[config.mk]
export PLATFORM = sky130hd
export DESIGN_NAME = sprite_rom_reader
export DESIGN_NICKNAME = d
export VERILOG_FILES = /design/src/rtl/sprite_rom_reader_pkg.sv /design/src/rtl/sprite_delay_line.sv /design/src/rtl/sprite_rom_reader.sv
export SDC_FILE = /design/constraint.sdc
export NUM_CORES = 1
export LEC_CHECK = 0
export BUFFER_PORTS_ARGS = -buffer_cell sky130_fd_sc_hd__buf_2
export CORE_MARGIN = 1
export CORE_UTILIZATION = 60
export DETAILED_ROUTE_END_ITERATION = 10
export PLACE_DENSITY = 0.92
export SLEW_MARGIN = 20
export SYNTH_ARGS = -nofsm -noshare
export SYNTH_HDL_FRONTEND = slang
export SYNTH_SLANG_ARGS = --single-unit
[constraint.sdc]
create_clock -name clk -period 3.2 [get_ports clk]
set_input_delay 0.16 -clock clk [delete_from_list [all_inputs] [get_ports clk]]
set_output_delay 0.16 -clock clk [all_outputs]
set_load 0.05 [all_outputs]
[src/rtl/sprite_rom_reader_pkg.sv]
// Shared types for the sprite read path: FSM states, screen limits, colour width
// and the coordinate beat that travels alongside each ROM read.
package sprite_rom_reader_pkg;

  typedef enum logic [1:0] {IDLE, READ, DRAIN, DONE} state_t;

  localparam int SCREEN_W = 160;
  localparam int SCREEN_H = 120;
  localparam int COLOR_W  = 3;

  // Sums are one bit wider than the screen coordinates so off-screen pixels clip instead of wrapping.
  typedef struct packed {
    logic       vld;
    logic [8:0] x9;
    logic [7:0] y8;
  } beat_t;

endpackage

[src/rtl/sprite_delay_line.sv]
// Holds each issued coordinate beat for DEPTH cycles so it meets the ROM's returned colour.
// Latency DEPTH cycles; no backpressure, shifts every cycle.
module sprite_delay_line
  import sprite_rom_reader_pkg::*;
#(
  parameter int DEPTH = 1
) (
  input  logic  clk,
  input  logic  resetn,
  input  beat_t entry,
  output beat_t delayed
);

  beat_t stage [DEPTH];

  always_ff @(posedge clk or negedge resetn) begin
    if (!resetn) begin
      for (int i = 0; i < DEPTH; i++) stage[i] <= '0;
    end else begin
      stage[0] <= entry;
      for (int i = 1; i < DEPTH; i++) stage[i] <= stage[i-1];
    end
  end

  assign delayed = stage[DEPTH-1];

endmodule

[src/rtl/sprite_rom_reader.sv]
// Walks a sprite rectangle, reads its colours from a synchronous ROM and emits aligned plot beats.
// First plot ROM_LAT+1 cycles after start is accepted; one beat per cycle, no backpressure.
module sprite_rom_reader #(
  parameter int SPRITE_W = 40,
  parameter int SPRITE_H = 40,
  parameter int ADDR_W   = 11,
  parameter int ROM_LAT  = 1,
  parameter int SCREEN_W = sprite_rom_reader_pkg::SCREEN_W,
  parameter int SCREEN_H = sprite_rom_reader_pkg::SCREEN_H
) (
  input  logic                                     clk,
  input  logic                                     resetn,
  input  logic                                     start,
  input  logic [7:0]                               xOrigin,
  input  logic [6:0]                               yOrigin,
  output logic [ADDR_W-1:0]                        romAddr,
  input  logic [sprite_rom_reader_pkg::COLOR_W-1:0] romData,
  output logic [7:0]                               x,
  output logic [6:0]                               y,
  output logic [sprite_rom_reader_pkg::COLOR_W-1:0] color,
  output logic                                     plot,
  output logic                                     busy,
  output logic                                     done
);
  import sprite_rom_reader_pkg::*;

  localparam logic [ADDR_W-1:0] ADDR_LAST  = ADDR_W'(SPRITE_W * SPRITE_H - 1);
  localparam logic [7:0]        COL_LAST   = 8'(SPRITE_W - 1);
  localparam logic [1:0]        DRAIN_LAST = 2'(ROM_LAT);
  localparam logic [8:0]        X_LIMIT    = 9'(SCREEN_W);
  localparam logic [7:0]        Y_LIMIT    = 8'(SCREEN_H);

  state_t     state, stateNext;
  logic [7:0] xOrg, col;
  logic [6:0] yOrg, row;
  logic [1:0] drainCnt;
  beat_t      issue, delayed;

  always_comb begin
    stateNext = state;
    busy      = 1'b0;
    done      = 1'b0;
    case (state)
      IDLE:  if (start) stateNext = READ;
      READ: begin
        busy = 1'b1;
        if (romAddr == ADDR_LAST) stateNext = DRAIN;
      end
      // One extra drain cycle so done lands the cycle after the last plot beat.
      DRAIN: begin
        busy = 1'b1;
        if (drainCnt == DRAIN_LAST) stateNext = DONE;
      end
      DONE: begin
        done      = 1'b1;
        stateNext = IDLE;
      end
      default: stateNext = IDLE;
    endcase
  end

  always_ff @(posedge clk or negedge resetn) begin
    if (!resetn) begin
      state    <= IDLE;
      romAddr  <= '0;
      col      <= '0;
      row      <= '0;
      xOrg     <= '0;
      yOrg     <= '0;
      drainCnt <= '0;
    end else begin
      state <= stateNext;
      case (state)
        IDLE: if (start) begin
          xOrg    <= xOrigin;
          yOrg    <= yOrigin;
          col     <= '0;
          row     <= '0;
          romAddr <= '0;
        end
        READ: begin
          drainCnt <= '0;
          if (romAddr != ADDR_LAST) begin
            romAddr <= romAddr + 1'b1;
            if (col == COL_LAST) begin
              col <= '0;
              row <= row + 7'd1;
            end else begin
              col <= col + 8'd1;
            end
          end
        end
        DRAIN:   drainCnt <= drainCnt + 2'd1;
        default: ;
      endcase
    end
  end

  always_comb begin
    issue     = '0;
    issue.vld = (state == READ);
    issue.x9  = {1'b0, xOrg} + {1'b0, col};
    issue.y8  = {1'b0, yOrg} + {1'b0, row};
  end

  sprite_delay_line #(.DEPTH(ROM_LAT)) uDelay (
    .clk     (clk),
    .resetn  (resetn),
    .entry   (issue),
    .delayed (delayed)
  );

  // Clipped beats still move x/y/color; only the write strobe is suppressed.
  always_ff @(posedge clk or negedge resetn) begin
    if (!resetn) begin
      x     <= '0;
      y     <= '0;
      color <= '0;
      plot  <= 1'b0;
    end else begin
      plot <= delayed.vld && (delayed.x9 < X_LIMIT) && (delayed.y8 < Y_LIMIT);
      if (delayed.vld) begin
        x     <= delayed.x9[7:0];
        y     <= delayed.y8[6:0];
        color <= romData;
      end
    end
  end

endmodule

# Word-level counts from Yosys, hierarchy flattened

Index checks and enable logic that the tools add are counted.
Widths: inputs -> output; s select.

Flip-flop bits (word level): 82
Input port bits: 21
Logic and storage cells: 62
Output and inout bits: 32

$add $sub $neg: 6
$lt $le $gt $ge: 2
Reductions and logical operators: 10
Muxes and demuxes: 18
Equality and inequality tests: 12

Operator list:

| operator              | count |
|---|---|
| $mux 8                | 3 |
| $mux 11               | 2 |
| $pmux 11 s2           | 1 |
| $mux 7                | 3 |
| $pmux 8 s2            | 1 |
| $pmux 7 s2            | 1 |
| $add 11x1->11 const B | 1 |
| $eq 11x11->1 const B  | 1 |
| $ne 11x11->1 const B  | 1 |
| $ne 2x2->1 const B    | 5 |
| $add 8x8->9           | 1 |
| $lt 9x8->1 const B    | 1 |
| $add 7x7->8           | 1 |
| $add 8x1->8 const B   | 1 |
| $eq 8x6->1 const B    | 1 |
| $lt 8x7->1 const B    | 1 |
| $pmux 2 s4            | 1 |
| $add 7x1->7 const B   | 1 |
| $mux 2                | 3 |
| $reduce_and 3->1      | 2 |
| $eq 2x1->1 const B    | 2 |
| $eq 2x2->1 const B    | 2 |
| $pmux 2 s2            | 1 |
| $reduce_and 4->1      | 1 |
| 7 further kinds       | 10 |

# Logic depth before layout (Yosys ltp)

Gate-level depths: netlist of run 1.

Depth after elaboration: 4
Gate-level depth with buffers: 8
Depth with buffers taken out: 6

# By module

From an unflattened synthesis of run 1, not the netlist that was laid out.

Cells, all modules: 367
Area, all modules: 4,111.4 um2

By module, submodules not included:

| module            | area each (um2) | cells an instance | times used | seq. area each (um2) |
|---|---|---|---|---|
| sprite_rom_reader | 3,661.0         | 349               | 1          | 1,601.5 |
| sprite_delay_line | 450.4           | 18                | 1          | 450.4 |

# Worst setup path before layout of run 1

OpenSTA, ideal clock, no wires.

Path kind: register to register
From: register romAddr[0]
To: register state[1]
Buffers on the path: 0
Data required time: 3.073 ns
Arrival time: 1.946 ns
Stages on the path, launching flop included: 6
Library setup time: 0.127 ns
Path slack: 1.127 ns
Clock period less this slack: 2.073 ns
Cells stage by stage: dfrtp_1 ha_1 nand2_1 o41ai_4 nand3_2 mux2_1

Word-level cells in the longest chain between the ends: 3

Ends and longest elaborated chain:

| element                    | line                    | source |
|---|---|---|
| from (decl)                | sprite_rom_reader.sv:16 | `output logic [ADDR_W-1:0] romAddr,` |
| from (signal assigned)     | sprite_rom_reader.sv:84 | `romAddr <= romAddr + 1'b1;` |
| $eq 11x11->1               | sprite_rom_reader.sv:47 | `if (romAddr == ADDR_LAST) stateNext = DRAIN;` |
| $ne 2x2->1 (no line)       | --                      |  |
| $reduce_and 3->1 (no line) | --                      |  |
| to (signal assigned)       | sprite_rom_reader.sv:72 | `state <= stateNext;` |
| to (decl)                  | sprite_rom_reader.sv:33 | `state_t state, stateNext;` |

No other way between the ends.
A chain may end at the register's enable or synchronous reset.

==> results of run 1 <==
[critical path, cell delays in order, from the launching register on]
cell,delay (ns)
dfrtp_1,0.42
inv_1,0.10
ha_1,0.59
o21ai_1,0.39
or2_2,0.50
a211o_1,0.33
[sequential cells by signal, indices dropped and copies added, names as in the netlist, 3 cells and up]
name            flops
col                 8
color               3
romAddr            11
row                 7
uDelay.delayed     18
x                   8
xOrg                8
y                   7
yOrg                7
[cell usage in the layout, fill, tap and decap left out, types with 4 or more instances in the layout]
cell type  count
mux2_2        34
a211o_1        6
o21ai_0        8
inv_1         10
a21o_1         6
o211ai_1       9
o41ai_1        4
xnor2_1        5
nand4_1        4
buf_4          4
and3_1         4
nand2b_1       8
nand3_1       15
clkbuf_8      10
dfrtp_1       82
o21ai_1        7
a21oi_1        9
buf_2         51
xor2_1         7
o31ai_1        5
ha_1          23
a22o_1        13
nand2_1       18
nor2_1        16
nor3_1         5
[worst max-delay path by stage]
| stage | cells past startpoint | endpoint |
|---|---|---|
| 2_1_floorplan | 5 | state[1] |
| 3_3_place_gp | 5 | row[1] |
| 3_5_place_dp | 5 | row[1] |
| 4_1_cts | 5 | row[1] |
| 5_1_grt | 7 | col[2] |
| 6_report | 5 | row[1] |
[what timing repair did]
item | in CTS | in global routing
hold buffers | 1 | 0
hold endpoints to repair | 37 | 0
endpoints found under the setup margin | 0 | 0
[cells in the mapped netlist, types with 2 or more instances]
master    number
a211o_1        6
fa_1           2
dfrtp_1       82
nand2b_1       8
nor3_1         5
nand3_1       15
and2_1         3
o31ai_1        5
clkbuf_1       5
inv_1         10
a31oi_1        2
a21oi_1        9
or4_1          3
o21ai_0        8
nand4_1        4
nand3b_1       3
ha_1          23
o41a_1         2
nor2b_1        2
xnor2_1        5
nor2_1        16
o21ai_1        7
a21o_1         6
o211ai_1       9
or2_2          3
or3_1          2
a22o_1        13
o21bai_1       2
mux2_2        34
and3_1         4
nand3_2        2
buf_2          4
o41ai_1        4
xor2_1         7
nand2_1       18
[kinds of logic (layout without fill, tap and decap cells)]
logic type | count (synthesis) | in the layout | synth area share
AND/OR/NAND/NOR | 96 | 96 | 0.1341
flip-flops | 82 | 82 | 0.4976
AO/OA/AOI/OAI | 79 | 79 | 0.1438
multiplexers | 35 | 35 | 0.09557
adder cells (fa/ha/maj) | 25 | 25 | 0.07949
buffers and inverters | 22 | 84 | 0.02397
XOR/XNOR | 12 | 12 | 0.02549
[power by group through the flow]
stage	Sequential, uW	Combinational, uW	Clock (uW)
3_5_place_dp	1060	43.2	0
6_report	1040	46.9	699
5_1_grt	1040	53.0	766
4_1_cts	1040	44.3	716
3_3_place_gp	1060	42.4	0
2_1_floorplan	1070	2.07	0
[per-stage QoR]
stage	setup WS (ns)	hold WS, ns
global route	0.6092	0.01746
detailed placement	0.7742	0.3824
floorplan	1.127	-0.1356
global placement	0.9089	0.3788
finish	0.7515	0.02573
CTS	0.7528	0.01141
[routing by layer]
metal | track usage | up-vias | routed length [um]
met5 | 0 | - | 0
met4 | 0.09245 | 0 | 115
met3 | 0.05545 | 9 | 360
met2 | 0.4279 | 83 | 4189
met1 | 0.3155 | 1439 | 3544
li1 | - | 1415 | -
[cell type report]
type                    instances  area share
well taps                      77     0.02062
repair buffers                 57     0.06909
flip-flops and latches         82      0.4392
clock inverters                 6     0.01044
inverters                      11    0.008838
clock buffers                  10     0.02946
multi-input cells             247      0.4223
==> results.txt, run 1 <==
----------------------------------------------------
[Timing]
  Clock skew after layout ... 0.004045 ns
  Setup tns final ... 0 ns
  Max-slew violations ... 0
  Fraction of the cycle the final worst path needs ... 0.7652
  Final hold vios ... 0
  Shortest period the worst path allows ... around 2.4 ns
  Transition time of the tightest slew-check pin ... between 0.7 and 0.8 ns
  # setup viols final ... 0
  Highest clock frequency the design can meet ... 408.4 MHz
  Relative max-transition margin ... 0.5000
  Unrepaired setup endpoints after global routing ... no

[Clock tree]
  H-tree depth ... 3
  Clk pin slew, worst setup/hold paths ... around 0.080 ns
  Buffers inserted by post-CTS timing repair ... 0
  Count of clock tree sinks ... between 80 and 90
  Number of gates given a new drive strength after cts ... 0
  Clock insertion delay at the later pin of the skew report ... 0.35 ns
  Deepest clock path buffer count ... 2
  Clk Tree Root Cell ... clkbuf_8
  TritonCTS buffer count ... 9
  CTS tree ... yes

[Finish]
  Multi-input gate area ... a little under 2000 um2
  Post-route design area ... approximately 4700 um2
  Synth-to-layout area growth ... 13.29%
  Number of nets at the end of the flow ... 454
  Post-route insts no fill ... between 400 and 500
  Final-layout fill cell count ... between 400 and 500
  Share of layout cells above drive strength 1 ... 0.2857
  End-of-flow core utilization ... 0.7193
  Sequential cell area ... a little over 2000 um2
  Count of antenna diodes in the layout ... 0

[Job]
  # Max-Cap Violations ... 0

[Die]
  Die Height ... between 80 and 90 um
  Core Rows ... 29
  IO Count ... 53
  Initial core utilization ... 0.6349
  Std-Cell Core Area ... roughly 6500 um2
  Total Die Area ... between 7000 and 8000 um2
  Die extent in x ... 84.91 um

[Worst setup path]
  Number of cells traversed by the worst register-to-register path ... 5
  Worst reg2reg startpoint ... state[1]
  Capturing element type of the critical path ... flip-flop
  CP Data Required Time ... between 3 and 4 ns
  Highest fanout seen on the critical path ... 17
  Reg-to-reg setup timing slack ... 0.75 ns
  Start point of the critical path ... state[1]
  Startpoint kind of the worst setup timing path ... flip-flop
  CP arrival ... approximately 2.7 ns
  Reg-to-reg critical path endpoint ... row[1]
  Startpoint-to-endpoint class of the critical path ... flip-flop to flip-flop

[Global route]
  Vias in the first global route ... about 2900
  Number of antenna violations at the first check in global routing ... 0
  Wire length of the first global-routing pass ... 13810 um
  Global-route congestion overflow total ... 0
  Largest net degree at the start of global routing ... 83
  GR Util All Layers ... 0.2507

[Synth]
  Post-synth EDFFs ... 0
  Share of flip-flops with an asynchronous set or reset ... 1.000
  Synthesis-stage register bit count ... between 80 and 90
  Number of unique standard cell types used by synthesis ... 53
  Mapped cell area ... 4124 um2
  Mapped Cells ... between 300 and 400
  Sequential-to-total area share from yosys stat ... 0.4976
  Cell taking the most area after synthesis ... dfrtp_1
  Area fraction of the dominant cell type after synthesis ... 0.4976
  Post-synthesis average cell area ... 11.75 um2
  Net count after synthesis ... 397
  Most instantiated flip-flop cell in the synthesis netlist ... dfrtp_1
  Number of warning messages in the yosys log ... 0
  Area contributors post-synth ... dfrtp_1, mux2_2, ha_1, a22o_1, nand3_1

[Run status]
  Run status ... complete, but fails checks
  Failing checks ... design-rule violations

[Pwr]
  Leakage power total ... ~0.0023 uW
  Total chip power ... about 1800 uW
  Power density cells ... 381.8 nW/um2
  Cell-internal power ... 1362 uW
  Part of the power in registers ... 0.582
  VDD IR max ... between 0.2 and 0.25 mV
  Switching share of power ... 0.2364
  Net load switching power ... between 400 and 500 uW
  Combinational fraction of design power ... 0.026
  Clock network power share ... 0.392

[Routing]
  Average routed wire per standard cell ... 16.76 um
  DRC marker count from the first detailed-route iteration ... about 180
  Ratio of routed vias to standard cells ... approximately 6
  Total iterations of the first detailed-routing run ... 10
  DRC violation count after routing ... 4
  Post-route ant nets ... 0
  Via count ... 2946
  Wire length after detailed routing ... 8210 um

[Placement]
  Total placed cells including tap cells ... about 470
  Post-DP HPWL ... 5872 um
  Last weighted congestion value of the routability-driven placer ... around 0.81
  Cell area reported after detailed placement ... 4448 um2
  Buffers on Ports ... 52

[Worst hold path]
  Hold Crit Depth ... 2
  Worst hold-check path type ... input pin to flip-flop
  End of the worst hold path ... xOrg[5]
  Min-delay src ... xOrigin[5]

----------------------------------------------------
No activity file was read; power rests on OpenSTA's default activity.
==> inputs of run 2 (changes only) <==
Settings changed: CORE_UTILIZATION 60 to 58, PLACE_DENSITY 0.92 to 0.9.
Clock period 3.2 ns to 2.28 ns, I/O delays scaled along.
==> run 2 against run 1 <==
Effect of this change:
- the flow now finishes without violations
- largest cell class unchanged
- critical path depth increased by 1
- global-route usage decreased by 0.25 points
- power increased by 45%
- sequential power increased by 40%
- die area increased by 3.4%
- non-clock buffer count increased by 25
- cell count increased by 8.8%
- sequential share of layout area decreased by 2.3 points
- hold slack improved by 0.20 ns
- sequential cell count unchanged
- fmax increased by 16%
- combinational power increased by 92%
==> results.txt, run 2 (same netlist as run 1, synthesis figures left out) <==
----------------------------------------------------
[Clock tree]
  TritonCTS buffer count ... 9
  CTS Hold Bufs ... 18
  Clock insertion delay at the later pin of the skew report ... between 0.3 and 0.4 ns
  H-tree depth ... 3
  Buffers inserted by post-CTS timing repair ... 0
  CTS tree ... yes
  Number of gates given a new drive strength after cts ... 0
  Count of clock tree sinks ... just over 80
  Deepest clock path buffer count ... 2
  Clk Tree Root Cell ... clkbuf_8
  Clk pin slew, worst setup/hold paths ... 0.09 ns

[Routing]
  Average routed wire per standard cell ... 15.91 um
  Wire length after detailed routing ... between 8000 and 9000 um
  Post-route ant nets ... 0
  DRC violation count after routing ... 0
  Via count ... 3051
  Total iterations of the first detailed-routing run ... 4
  DRC marker count from the first detailed-route iteration ... approximately 190
  Ratio of routed vias to standard cells ... roughly 5.7

[Pwr]
  Cell-internal power ... roughly 2000 uW
  Clock network power share ... 0.402
  Part of the power in registers ... 0.563
  Combinational fraction of design power ... 0.035
  Net load switching power ... roughly 600 uW
  Leakage power total ... around 0.0024 uW
  VDD IR max ... approximately 0.26 mV
  Power density cells ... ~530 nW/um2
  Switching share of power ... 0.2264

[Timing]
  Max-slew violations ... 0
  Final hold vios ... 0
  Fraction of the cycle the final worst path needs ... 0.9284
  Setup tns final ... 0 ns
  Unrepaired setup endpoints after global routing ... no
  Relative max-transition margin ... 0.5087
  # setup viols final ... 0
  Clock skew after layout ... approximately 0.014 ns
  Highest clock frequency the design can meet ... 472.4 MHz
  Worst hold margin ... 0.2212 ns
  Transition time of the tightest slew-check pin ... between 0.7 and 0.8 ns
  Shortest period the worst path allows ... approximately 2.1 ns

[Worst hold path]
  Min-delay src ... start
  Worst hold-check path type ... input pin to flip-flop

[Worst setup path]
  Start point of the critical path ... col[0]
  Worst reg2reg startpoint ... col[0]
  Startpoint kind of the worst setup timing path ... flip-flop
  CP Data Required Time ... approximately 2.5 ns
  Highest fanout seen on the critical path ... 5
  CP arrival ... approximately 2.4 ns
  Startpoint-to-endpoint class of the critical path ... flip-flop to flip-flop
  Capturing element type of the critical path ... flip-flop

[Finish]
  End-of-flow core utilization ... 0.7209
  Count of antenna diodes in the layout ... 0
  Flip-flop count of the largest register after layout ... 18
  Most frequent standard cell in the layout excluding fill and tap cells ... dfrtp_1
  Most frequent cells in the layout ... dfrtp_1, buf_2, mux2_2
  Synth-to-layout area growth ... 19.42%
  Number of nets at the end of the flow ... approximately 480
  Share of layout cells above drive strength 1 ... 0.2838

[Global route]
  Vias in the first global route ... between 2000 and 3000
  Global-route congestion overflow total ... 0
  Wire length of the first global-routing pass ... 14100 um
  Largest net degree at the start of global routing ... between 50 and 60
  GR Util All Layers ... 0.2482
  Number of antenna violations at the first check in global routing ... 0

[Die]
  Core Rows ... 30
  Total Die Area ... ~7500 um2
  Die extent in x ... roughly 86 um
  Std-Cell Core Area ... around 6800 um2
  Die Height ... 86.32 um
  Initial core utilization ... 0.6037
  IO Count ... 53

[Placement]
  Post-DP HPWL ... about 5700 um
  Buffers on Ports ... 52
  Last weighted congestion value of the routability-driven placer ... around 0.87

[Job]
  # Max-Cap Violations ... 0

[Run status]
  Run status ... finished clean

----------------------------------------------------
==> run 2: power by group through the flow <==
stage	registers, uW	logic [uW]	clock network (uW)
detailed placement	1490	66.8	0
global route	1460	101	1120
CTS	1460	90.5	1050
floorplan	1500	2.91	0
global placement	1490	64.8	0
finish	1460	90.1	1040
==> run 2: cell type report <==
type,instances,area (um2)
inverter,11,41.29
sequential,82,2052
timing repair buffer,82,548.0
clock inverter,6,66.31
fill,475,1907
multi-input combinational,247,1973
tap,96,120.1
clock buffer,9,123.9
==> run 2: stage by stage <==
stage	total power (uW)	area [um2]	cells	worst slack [ns]
finish	2586	4925	533	0.1632
floorplan	1499	4124	351	0.2065
detailed placement	1553	4544	499	0.1832
global route	2682	4925	533	0.09870
CTS	2601	4915	532	0.1832
global placement	1550	4544	499	0.2664
==> run 2: final timing paths <==
kind                                       to  slack [ns]  depth (start not counted)
max                        uDelay.delayed[16]        0.16                          6
min                                romAddr[6]        0.22                          4
max reg2reg                uDelay.delayed[16]        0.16                          6
min reg2reg                              plot        0.41                          1
max in group asynchronous          romAddr[2]        1.32                          3
min in group asynchronous   uDelay.delayed[3]        0.36                          2
==> run 2: critical path, stage by stage, from the launching register on <==
cell	delay (ns)
dfrtp_1	0.42
ha_1	0.22
fa_1	0.41
a21o_1	0.21
a21oi_1	0.25
o21ai_0	0.14
o41a_1	0.34
==> run 2: metal layers <==
layer / GRT usage / part of all wire
met4: 0.08182 / 0.015
met2: 0.4250 / 0.50
met1: 0.3187 / 0.43
met5: 0 / 0
met3: 0.04762 / 0.052
